**src/rtl/cpu_pkg.sv**
```systemverilog
// Shared definitions for the accumulator CPU: opcodes, sequencer states and default widths.
package cpu_pkg;

    localparam int CPU_ADDR_W = 4;
    localparam int CPU_DATA_W = 8;

    localparam logic [3:0] OP_LOAD  = 4'h4;
    localparam logic [3:0] OP_STORE = 4'h5;
    localparam logic [3:0] OP_TWOS  = 4'h6;
    localparam logic [3:0] OP_NOP   = 4'h7;
    localparam logic [3:0] OP_JMP   = 4'h8;
    localparam logic [3:0] OP_HALT  = 4'hE;

    typedef enum logic [2:0] {
        FETCH,
        DECODE,
        OPERAND,
        ISSUE,
        STORE_WAIT,
        WRITE,
        HALTED
    } state_t;

endpackage

```
**src/rtl/fetch_sequencer.sv**
```systemverilog
// Bus master in front of the 16x8 memory: fetches instructions, reads operands,
// hands them to execute over valid/ready and writes store data back.
module fetch_sequencer
    import cpu_pkg::*;
#(
    parameter int ADDR_W   = CPU_ADDR_W,
    parameter int DATA_W   = CPU_DATA_W,
    parameter int RESET_PC = 0
) (
    input  logic                     clk,
    input  logic                     rst,
    output logic [ADDR_W-1:0]        mem_address,
    output logic                     mem_read,
    output logic                     mem_write,
    output logic [DATA_W-1:0]        mem_wdata,
    input  logic [DATA_W-1:0]        mem_rdata,
    output logic                     ex_valid,
    input  logic                     ex_ready,
    output logic [DATA_W-ADDR_W-1:0] ex_opcode,
    output logic [ADDR_W-1:0]        ex_addr,
    output logic [DATA_W-1:0]        ex_operand,
    input  logic                     st_valid,
    input  logic [DATA_W-1:0]        st_data,
    output logic                     st_ready,
    output logic [ADDR_W-1:0]        pc,
    output logic                     halted
);

    localparam int OP_W = DATA_W - ADDR_W;

    state_t              state, state_nxt;
    logic [DATA_W-1:0]   ir;
    logic [DATA_W-1:0]   operand;
    logic [DATA_W-1:0]   wdata_reg;
    logic [OP_W-1:0]     opcode;
    logic [ADDR_W-1:0]   ir_addr;

    assign opcode     = ir[DATA_W-1:ADDR_W];
    assign ir_addr    = ir[ADDR_W-1:0];
    assign ex_opcode  = opcode;
    assign ex_addr    = ir_addr;
    assign ex_operand = operand;

    // NOTE: sequential state uses non-blocking assignments so every register
    // samples the pre-edge values of the others.
    always_ff @(posedge clk or posedge rst) begin
        if (rst) state <= FETCH;
        else     state <= state_nxt;
    end

    // NOTE: every output and the next state get a default first, so no path
    // through the case statement can infer a latch.
    always_comb begin
        state_nxt   = state;
        mem_address = '0;
        mem_read    = 1'b0;
        mem_write   = 1'b0;
        mem_wdata   = '0;
        ex_valid    = 1'b0;
        st_ready    = 1'b0;
        halted      = 1'b0;
        case (state)
            FETCH: begin
                mem_read    = 1'b1;
                mem_address = pc;
                state_nxt   = DECODE;
            end
            DECODE: begin
                case (opcode)
                    OP_HALT:  state_nxt = HALTED;
                    OP_NOP:   state_nxt = FETCH;
                    OP_JMP:   state_nxt = FETCH;
                    OP_STORE: state_nxt = ISSUE;
                    default:  state_nxt = OPERAND;
                endcase
            end
            OPERAND: begin
                mem_read    = 1'b1;
                mem_address = ir_addr;
                state_nxt   = ISSUE;
            end
            ISSUE: begin
                ex_valid = 1'b1;
                if (ex_ready) state_nxt = (opcode == OP_STORE) ? STORE_WAIT : FETCH;
            end
            STORE_WAIT: begin
                st_ready = 1'b1;
                if (st_valid) state_nxt = WRITE;
            end
            WRITE: begin
                mem_write   = 1'b1;
                mem_address = ir_addr;
                mem_wdata   = wdata_reg;
                state_nxt   = FETCH;
            end
            HALTED: halted = 1'b1;
            default: state_nxt = FETCH;
        endcase
        // The reset state is FETCH, yet the bus must stay quiet while reset is held.
        if (rst) mem_read = 1'b0;
    end

    always_ff @(posedge clk or posedge rst) begin
        if (rst) begin
            pc        <= ADDR_W'(RESET_PC);
            ir        <= '0;
            operand   <= '0;
            wdata_reg <= '0;
        end else begin
            case (state)
                FETCH: begin
                    ir <= mem_rdata;
                    pc <= pc + 1'b1;
                end
                DECODE: begin
                    if (opcode == OP_JMP)   pc      <= ir_addr;
                    if (opcode == OP_STORE) operand <= '0;
                end
                OPERAND:    operand <= mem_rdata;
                STORE_WAIT: if (st_valid) wdata_reg <= st_data;
                default: ;
            endcase
        end
    end

endmodule

```
**config.mk**
```make
export PLATFORM = sky130hd
export DESIGN_NAME = fetch_sequencer
export DESIGN_NICKNAME = d
export VERILOG_FILES = /design/src/rtl/cpu_pkg.sv /design/src/rtl/fetch_sequencer.sv
export SDC_FILE = /design/constraint.sdc
export NUM_CORES = 1
export LEC_CHECK = 0
export CORE_UTILIZATION = 48
export DETAILED_ROUTE_END_ITERATION = 8
export MAX_ROUTING_LAYER = met4
export PLACE_DENSITY = 0.84
export REMOVE_ABC_BUFFERS = 1
export SETUP_SLACK_MARGIN = 0.1
export SLEW_MARGIN = 10
export SYNTH_ARGS = -nofsm -noshare
export SYNTH_HDL_FRONTEND = slang
export SYNTH_SLANG_ARGS = --single-unit
```
**constraint.sdc**
```tcl
create_clock -name clk -period 3.5 [get_ports clk]
set_clock_uncertainty 0.15 [all_clocks]
set_input_delay 0.35 -clock clk [delete_from_list [all_inputs] [get_ports clk]]
set_output_delay 0.35 -clock clk [all_outputs]
set_load 0.05 [all_outputs]
```
==> results.sh, run 1 <==
export IMPL_track_usage_pct=25.5
export IMPL_clock_latency_ns=0.33
export IMPL_num_antenna_cells=0
export IMPL_core_area_um2=3150
export IMPL_final_nets=233
export IMPL_outcome="completed"
export IMPL_drive_gt1_share_pct=13.6
export IMPL_wl_met1_um=1760
export IMPL_die_h_um=60.5
export IMPL_numCtsBuffers=5
export IMPL_syn_inst=159
export IMPL_start_util_pct=52.2
export IMPL_ir_worst_vdd_mv=0.272
export IMPL_synthArstFlopShare_pct=100
export IMPL_synth_avg_cell_area_um2=10.3
export IMPL_cpMaxStageDelayCell="clkdlybuf4s50_1"
export IMPL_gp_congestion=0.885
export IMPL_cts_buffer_depth=2
export IMPL_timing_worst_setup_path_type="register to output port"
export IMPL_max_slew_margin_pct=48.6
export IMPL_dr_wl_met3_um=189
export IMPL_gr_total_overflow=0
export IMPL_cp_arrival_ns=2.60
export IMPL_slew_violations=0
export IMPL_route_met2_wl_um=2110
export IMPL_clkTransAtPathRegs_ns=0.09
export IMPL_hold_violations=0
export IMPL_worst_setup_path_end_kind="output port"
export IMPL_port_buffers=56
export IMPL_numClockSinks=31
export IMPL_dr_first_iter_drc_count=100
export IMPL_rr_endpoint="pc[2]"
export IMPL_crit_fanout=18
export IMPL_dr_total_vias=1423
export IMPL_path_delay_family="buffers and inverters"
export IMPL_viasPerCell=5.54
export IMPL_post_route_period_util_pct=88.6
export IMPL_place_ws_ns=0.795
export IMPL_postCtsHoldBufs=0
export IMPL_routed_wl_um=4130
export IMPL_ant_nets=0
export IMPL_fmax_ghz=0.322
export IMPL_critPathRequiredTime_ns=3.00
export IMPL_start_kind="register"
export IMPL_worstMarginPinSlew_ns=0.766
export IMPL_min_period_ns=3.10
export IMPL_min_path_type="primary input to asynchronous set/reset pin"
export IMPL_cts_setup_buffers=0
export IMPL_route_detailed_drc=0
export IMPL_crit_chain="and3b_1, nand2_1, o21ai_0, clkdlybuf4s50_1"
export IMPL_setup_viol=0
export IMPL_ys_types=45
export IMPL_synth_yosys_seq_area_share_pct=47.1
export IMPL_routed_top_layer="met4"
export IMPL_fp_dieW_um=60.5
export IMPL_cts_tree="built"
export IMPL_grt_max_degree=32
export IMPL_p_leak_nw=0.967
export IMPL_cp_num_buf_inv=1
export IMPL_r2r_start="state[1]"
export IMPL_area_delta_synth_final_pct=36.8
export IMPL_drt_wirelength_per_cell_um=16.1
export IMPL_drtPass1Iterations=4
export IMPL_rr_worst_depth=3
export IMPL_cts_root_buffer_cell="clkbuf_4"
export IMPL_max_cap_viol_count=0
export IMPL_rsz0062_at_grt="no"
export IMPL_grt_pass1_wl_um=6370
export IMPL_yosys_warnings=0
export IMPL_num_io_pins=57
export IMPL_power_density_nw_per_um2=272
export IMPL_synth_edf_count=0
export IMPL_synth_area_um2=1650
export IMPL_cts_resized=0
export IMPL_setup_ws_ns=0.399
export IMPL_seq_area_um2=776
export IMPL_antenna_found_initial=0
export IMPL_ys_flop_type="dfrtp_1"
export IMPL_multiInputGateArea_um2=787
export IMPL_placementRows=20
export IMPL_fill_cells=241
export IMPL_dieArea_um2=3670
export IMPL_ys_seq_elements=31
export IMPL_cts_htree_levels=2
export IMPL_reg2reg_slack_ns=1.37
export IMPL_tns_ns=0
export IMPL_place_hpwl_um=3070
export IMPL_grt_pass1_vias=1367
export IMPL_critPathMaxStageDelay_ns=0.83
-- final cells by class --
cell class	count	area share, %
Tap cell	44	2.45
Clock buffer	7	2.00
Sequential cell	31	34.5
Inverter	6	1.00
Timing Repair Buffer	56	24.9
Multi-Input combinational cell	112	35.0
Clock inverter	1	0.222
-- worst register-to-register path, stage by stage (launching register included) --
cell,delay [ns]
dfrtp_1,0.64
nor3_2,0.74
a221oi_1,0.23
a311oi_1,0.28
-- metal layers --
layer	GRT usage (%)	vias to the layer above
li1	-	670
met1	29.9	703
met2	41.8	46
met3	5.76	4
met4	11.7	0
met5	-	-
-- power by group --
group / switching, mW / total, mW / internal (mW) / leakage [nW]
Sequential: 0.00524 / 0.370 / 0.364 / 0.344
Clock: 0.115 / 0.193 / 0.0781 / 0.0293
Combinational: 0.0218 / 0.0502 / 0.0283 / 0.594
Total: 0.142 / 0.613 / 0.471 / 0.967
-- cells in the mapped netlist (2+ instances only) --
cell type / n / area (µm²)
a211oi_1: 4 / 30.0
and2_1: 8 / 50.1
buf_2: 3 / 15.0
buf_4: 3 / 22.5
clkbuf_1: 2 / 7.51
dfrtp_1: 31 / 776
inv_1: 5 / 18.8
mux2_2: 9 / 101
mux2_4: 3 / 45.0
mux2i_1: 4 / 40.0
nand2_1: 32 / 120
nor2_1: 2 / 7.51
nor3_1: 4 / 20.0
nor3b_1: 2 / 15.0
o21ai_0: 15 / 75.1
o32ai_1: 2 / 17.5
or3b_1: 2 / 17.5
-- stage by stage --
| step | total power [mW] | hold WS (ns) | util [%] | area (µm²) | instances |
|---|---|---|---|---|---|
| 2_1_floorplan | 0.395 | 0.304 | - | 1590 | 149 |
| 3_3_place_gp | 0.425 | 0.333 | 69.8 | 2200 | 249 |
| 3_5_place_dp | 0.427 | 0.347 | 69.8 | 2200 | 249 |
| 4_1_cts | 0.620 | 0.368 | 71.4 | 2250 | 257 |
| 5_1_grt | 0.642 | 0.363 | 71.4 | 2250 | 257 |
| 6_report | 0.613 | 0.315 | 71.4 | 2250 | 257 |
-- how the worst max path moves through the flow --
stage	startpoint	endpoint	slack, ns	depth (start not counted)
floorplan	state[0]	mem_address[0]	1.00	2
global placement	state[1]	mem_address[1]	0.90	4
detailed placement	state[1]	mem_address[3]	0.79	4
CTS	state[1]	mem_address[3]	0.41	4
global route	state[0]	mem_address[3]	0.29	4
finish	state[0]	mem_address[3]	0.40	4
-- cell families (layout without fill, tap and decap cells) --
group / count (synthesis) / count (layout) / synth area share [%]
fa+ha+maj: 1 / 1 / 0.760
mux: 16 / 16 / 11.3
buf+inv: 16 / 70 / 5.02
simple gates: 66 / 66 / 24.1
flops: 31 / 31 / 47.1
compound gates: 29 / 29 / 11.6
-- layout by cell type (no fill, tap or decap), types with 2 or more instances in the layout --
master	n
o21ai_0	15
or3b_1	2
nand2_1	32
mux2i_1	4
clkdlybuf4s50_1	56
inv_1	4
o32ai_1	2
mux2_2	9
clkbuf_1	2
clkbuf_4	5
a211oi_1	4
inv_2	2
nor3b_1	2
and2_1	8
nor3_1	4
dfrtp_1	31
nor2_1	2
mux2_4	3
(Power assumes the default switching activity.)
==> run 2: changes to the inputs <==
--- a/config.mk
+++ b/config.mk
@@ -6,9 +6,11 @@
 export NUM_CORES = 1
 export LEC_CHECK = 0
 export CORE_UTILIZATION = 48
+export CTS_CLUSTER_DIAMETER = 100
 export DETAILED_ROUTE_END_ITERATION = 8
 export MAX_ROUTING_LAYER = met4
-export PLACE_DENSITY = 0.84
+export PLACE_DENSITY = 0.94
+export RECOVER_POWER = 50
 export REMOVE_ABC_BUFFERS = 1
 export SETUP_SLACK_MARGIN = 0.1
 export SLEW_MARGIN = 10
==> results.sh, run 2 (synthesized netlist as in run 1, its figures left out) <==
export IMPL_place_ws_ns=0.727
export IMPL_die_h_um=60.5
export IMPL_drt_wirelength_per_cell_um=15.4
export IMPL_cts_setup_buffers=0
export IMPL_fmax_ghz=0.322
export IMPL_num_antenna_cells=0
export IMPL_cts_tree="built"
export IMPL_cts_htree_levels=2
export IMPL_ant_nets=0
export IMPL_max_cap_viol_count=1
export IMPL_numCtsBuffers=5
export IMPL_timing_worst_setup_path_type="register to output port"
export IMPL_port_buffers=56
export IMPL_min_period_ns=3.11
export IMPL_num_io_pins=57
export IMPL_dr_total_vias=1431
export IMPL_p_leak_nw=0.947
export IMPL_max_slew_margin_pct=-11.4
export IMPL_drtPass1Iterations=4
export IMPL_grt_pass1_vias=1380
export IMPL_violations="max-capacitance violations, max-slew violations"
export IMPL_cp_arrival_ns=2.61
export IMPL_dr_first_iter_drc_count=54
export IMPL_drive_gt1_share_pct=11.7
export IMPL_slew_violations=32
export IMPL_final_nets=235
export IMPL_post_route_period_util_pct=88.8
export IMPL_hold_violations=0
export IMPL_fp_dieW_um=60.5
export IMPL_core_area_um2=3150
export IMPL_cts_buffer_depth=2
export IMPL_fill_cells=258
export IMPL_start_util_pct=52.2
export IMPL_placementRows=20
export IMPL_power_density_nw_per_um2=281
export IMPL_min_path_type="register to register"
export IMPL_tns_ns=0
export IMPL_cts_root_buffer_cell="clkbuf_4"
export IMPL_track_usage_pct=25.6
export IMPL_grt_max_degree=32
export IMPL_route_detailed_drc=0
export IMPL_dieArea_um2=3670
export IMPL_worstMarginPinSlew_ns=1.67
export IMPL_rsz0062_at_grt="no"
export IMPL_antenna_found_initial=0
export IMPL_utilization_pct=71.3
export IMPL_whs_ns=0.358
export IMPL_routed_wl_um=3960
export IMPL_gr_total_overflow=0
export IMPL_clock_latency_ns=0.34
export IMPL_worst_setup_path_end_kind="output port"
export IMPL_final_cell_mix="clkdlybuf4s50_1 (51), nand2_1 (32), dfrtp_1 (31)"
export IMPL_viasPerCell=5.55
export IMPL_ir_worst_vdd_mv=0.198
export IMPL_gp_congestion=0.783
export IMPL_numClockSinks=31
export IMPL_setup_ws_ns=0.392
export IMPL_area_delta_synth_final_pct=36.7
export IMPL_setup_viol=0
export IMPL_grt_pass1_wl_um=6410
export IMPL_clkTransAtPathRegs_ns=0.10
export IMPL_postCtsHoldBufs=0
export IMPL_final_common_cell="clkdlybuf4s50_1"
export IMPL_crit_fanout=18
export IMPL_start_kind="register"
export IMPL_place_hpwl_um=2780
export IMPL_outcome="complete, but fails checks"
export IMPL_critPathRequiredTime_ns=3.00
export IMPL_cts_resized=0
## run 2: metal layers
layer  wire length (µm)  track usage, %  up-vias
met2               1960            38.5       51
met1               1690            31.9      696
li1                   -               -      675
met3                231            8.10        9
met4                 83            11.0        0
met5                  0               -        -
## run 2: worst paths after layout
kind | end | cells after the start | slack [ns] | start
worst max-delay path | mem_address[1] | 4 | 0.39 | state[0]
worst min-delay path | wdata_reg[1] | 1 | 0.36 | wdata_reg[1]
worst max register to register | pc[2] | 4 | 0.73 | state[1]
worst min register to register | wdata_reg[1] | 1 | 0.36 | wdata_reg[1]
max in group asynchronous | wdata_reg[5] | 3 | 1.33 | rst
min in group asynchronous | wdata_reg[4] | 3 | 0.90 | rst
## run 2: final cells by class
class / instances / area (µm²) / share of cell area, %
Clock inverter: 1 / 5.00 / 0.223
Inverter: 6 / 22.5 / 1.00
Tap cell: 44 / 55.1 / 2.45
Multi-Input combinational cell: 112 / 771 / 34.3
Clock buffer: 6 / 51.3 / 2.28
Timing Repair Buffer: 58 / 568 / 25.3
Sequential cell: 31 / 776 / 34.5
## run 2: worst max-delay path: stages (launching register included)
cell             delay, ns
dfrtp_1               0.69
and3b_1               0.52
nand2_1               0.10
o21ai_0               0.11
clkdlybuf4s50_1       0.84
## run 2: through the flow
step	cells	power (mW)	area, µm²
global route	258	0.660	2250
floorplan	149	0.395	1590
detailed placement	251	0.427	2220
CTS	258	0.638	2270
finish	258	0.631	2250
global placement	251	0.426	2220
## run 2: report_power, final
group          leakage [nW]  internal, mW  switching [mW]
Clock                0.0341        0.0928           0.121
Sequential            0.344         0.364         0.00469
Combinational         0.568        0.0269          0.0216
==> run 3: changes to the inputs <==
--- a/config.mk
+++ b/config.mk
@@ -8,6 +8,7 @@
 export CORE_UTILIZATION = 48
 export CTS_CLUSTER_DIAMETER = 100
 export DETAILED_ROUTE_END_ITERATION = 8
+export HOLD_SLACK_MARGIN = 0.15
 export MAX_ROUTING_LAYER = met4
 export PLACE_DENSITY = 0.94
 export RECOVER_POWER = 50
==> results of run 3 <==
Final layout, timing and power as in run 2 (identical DEF).
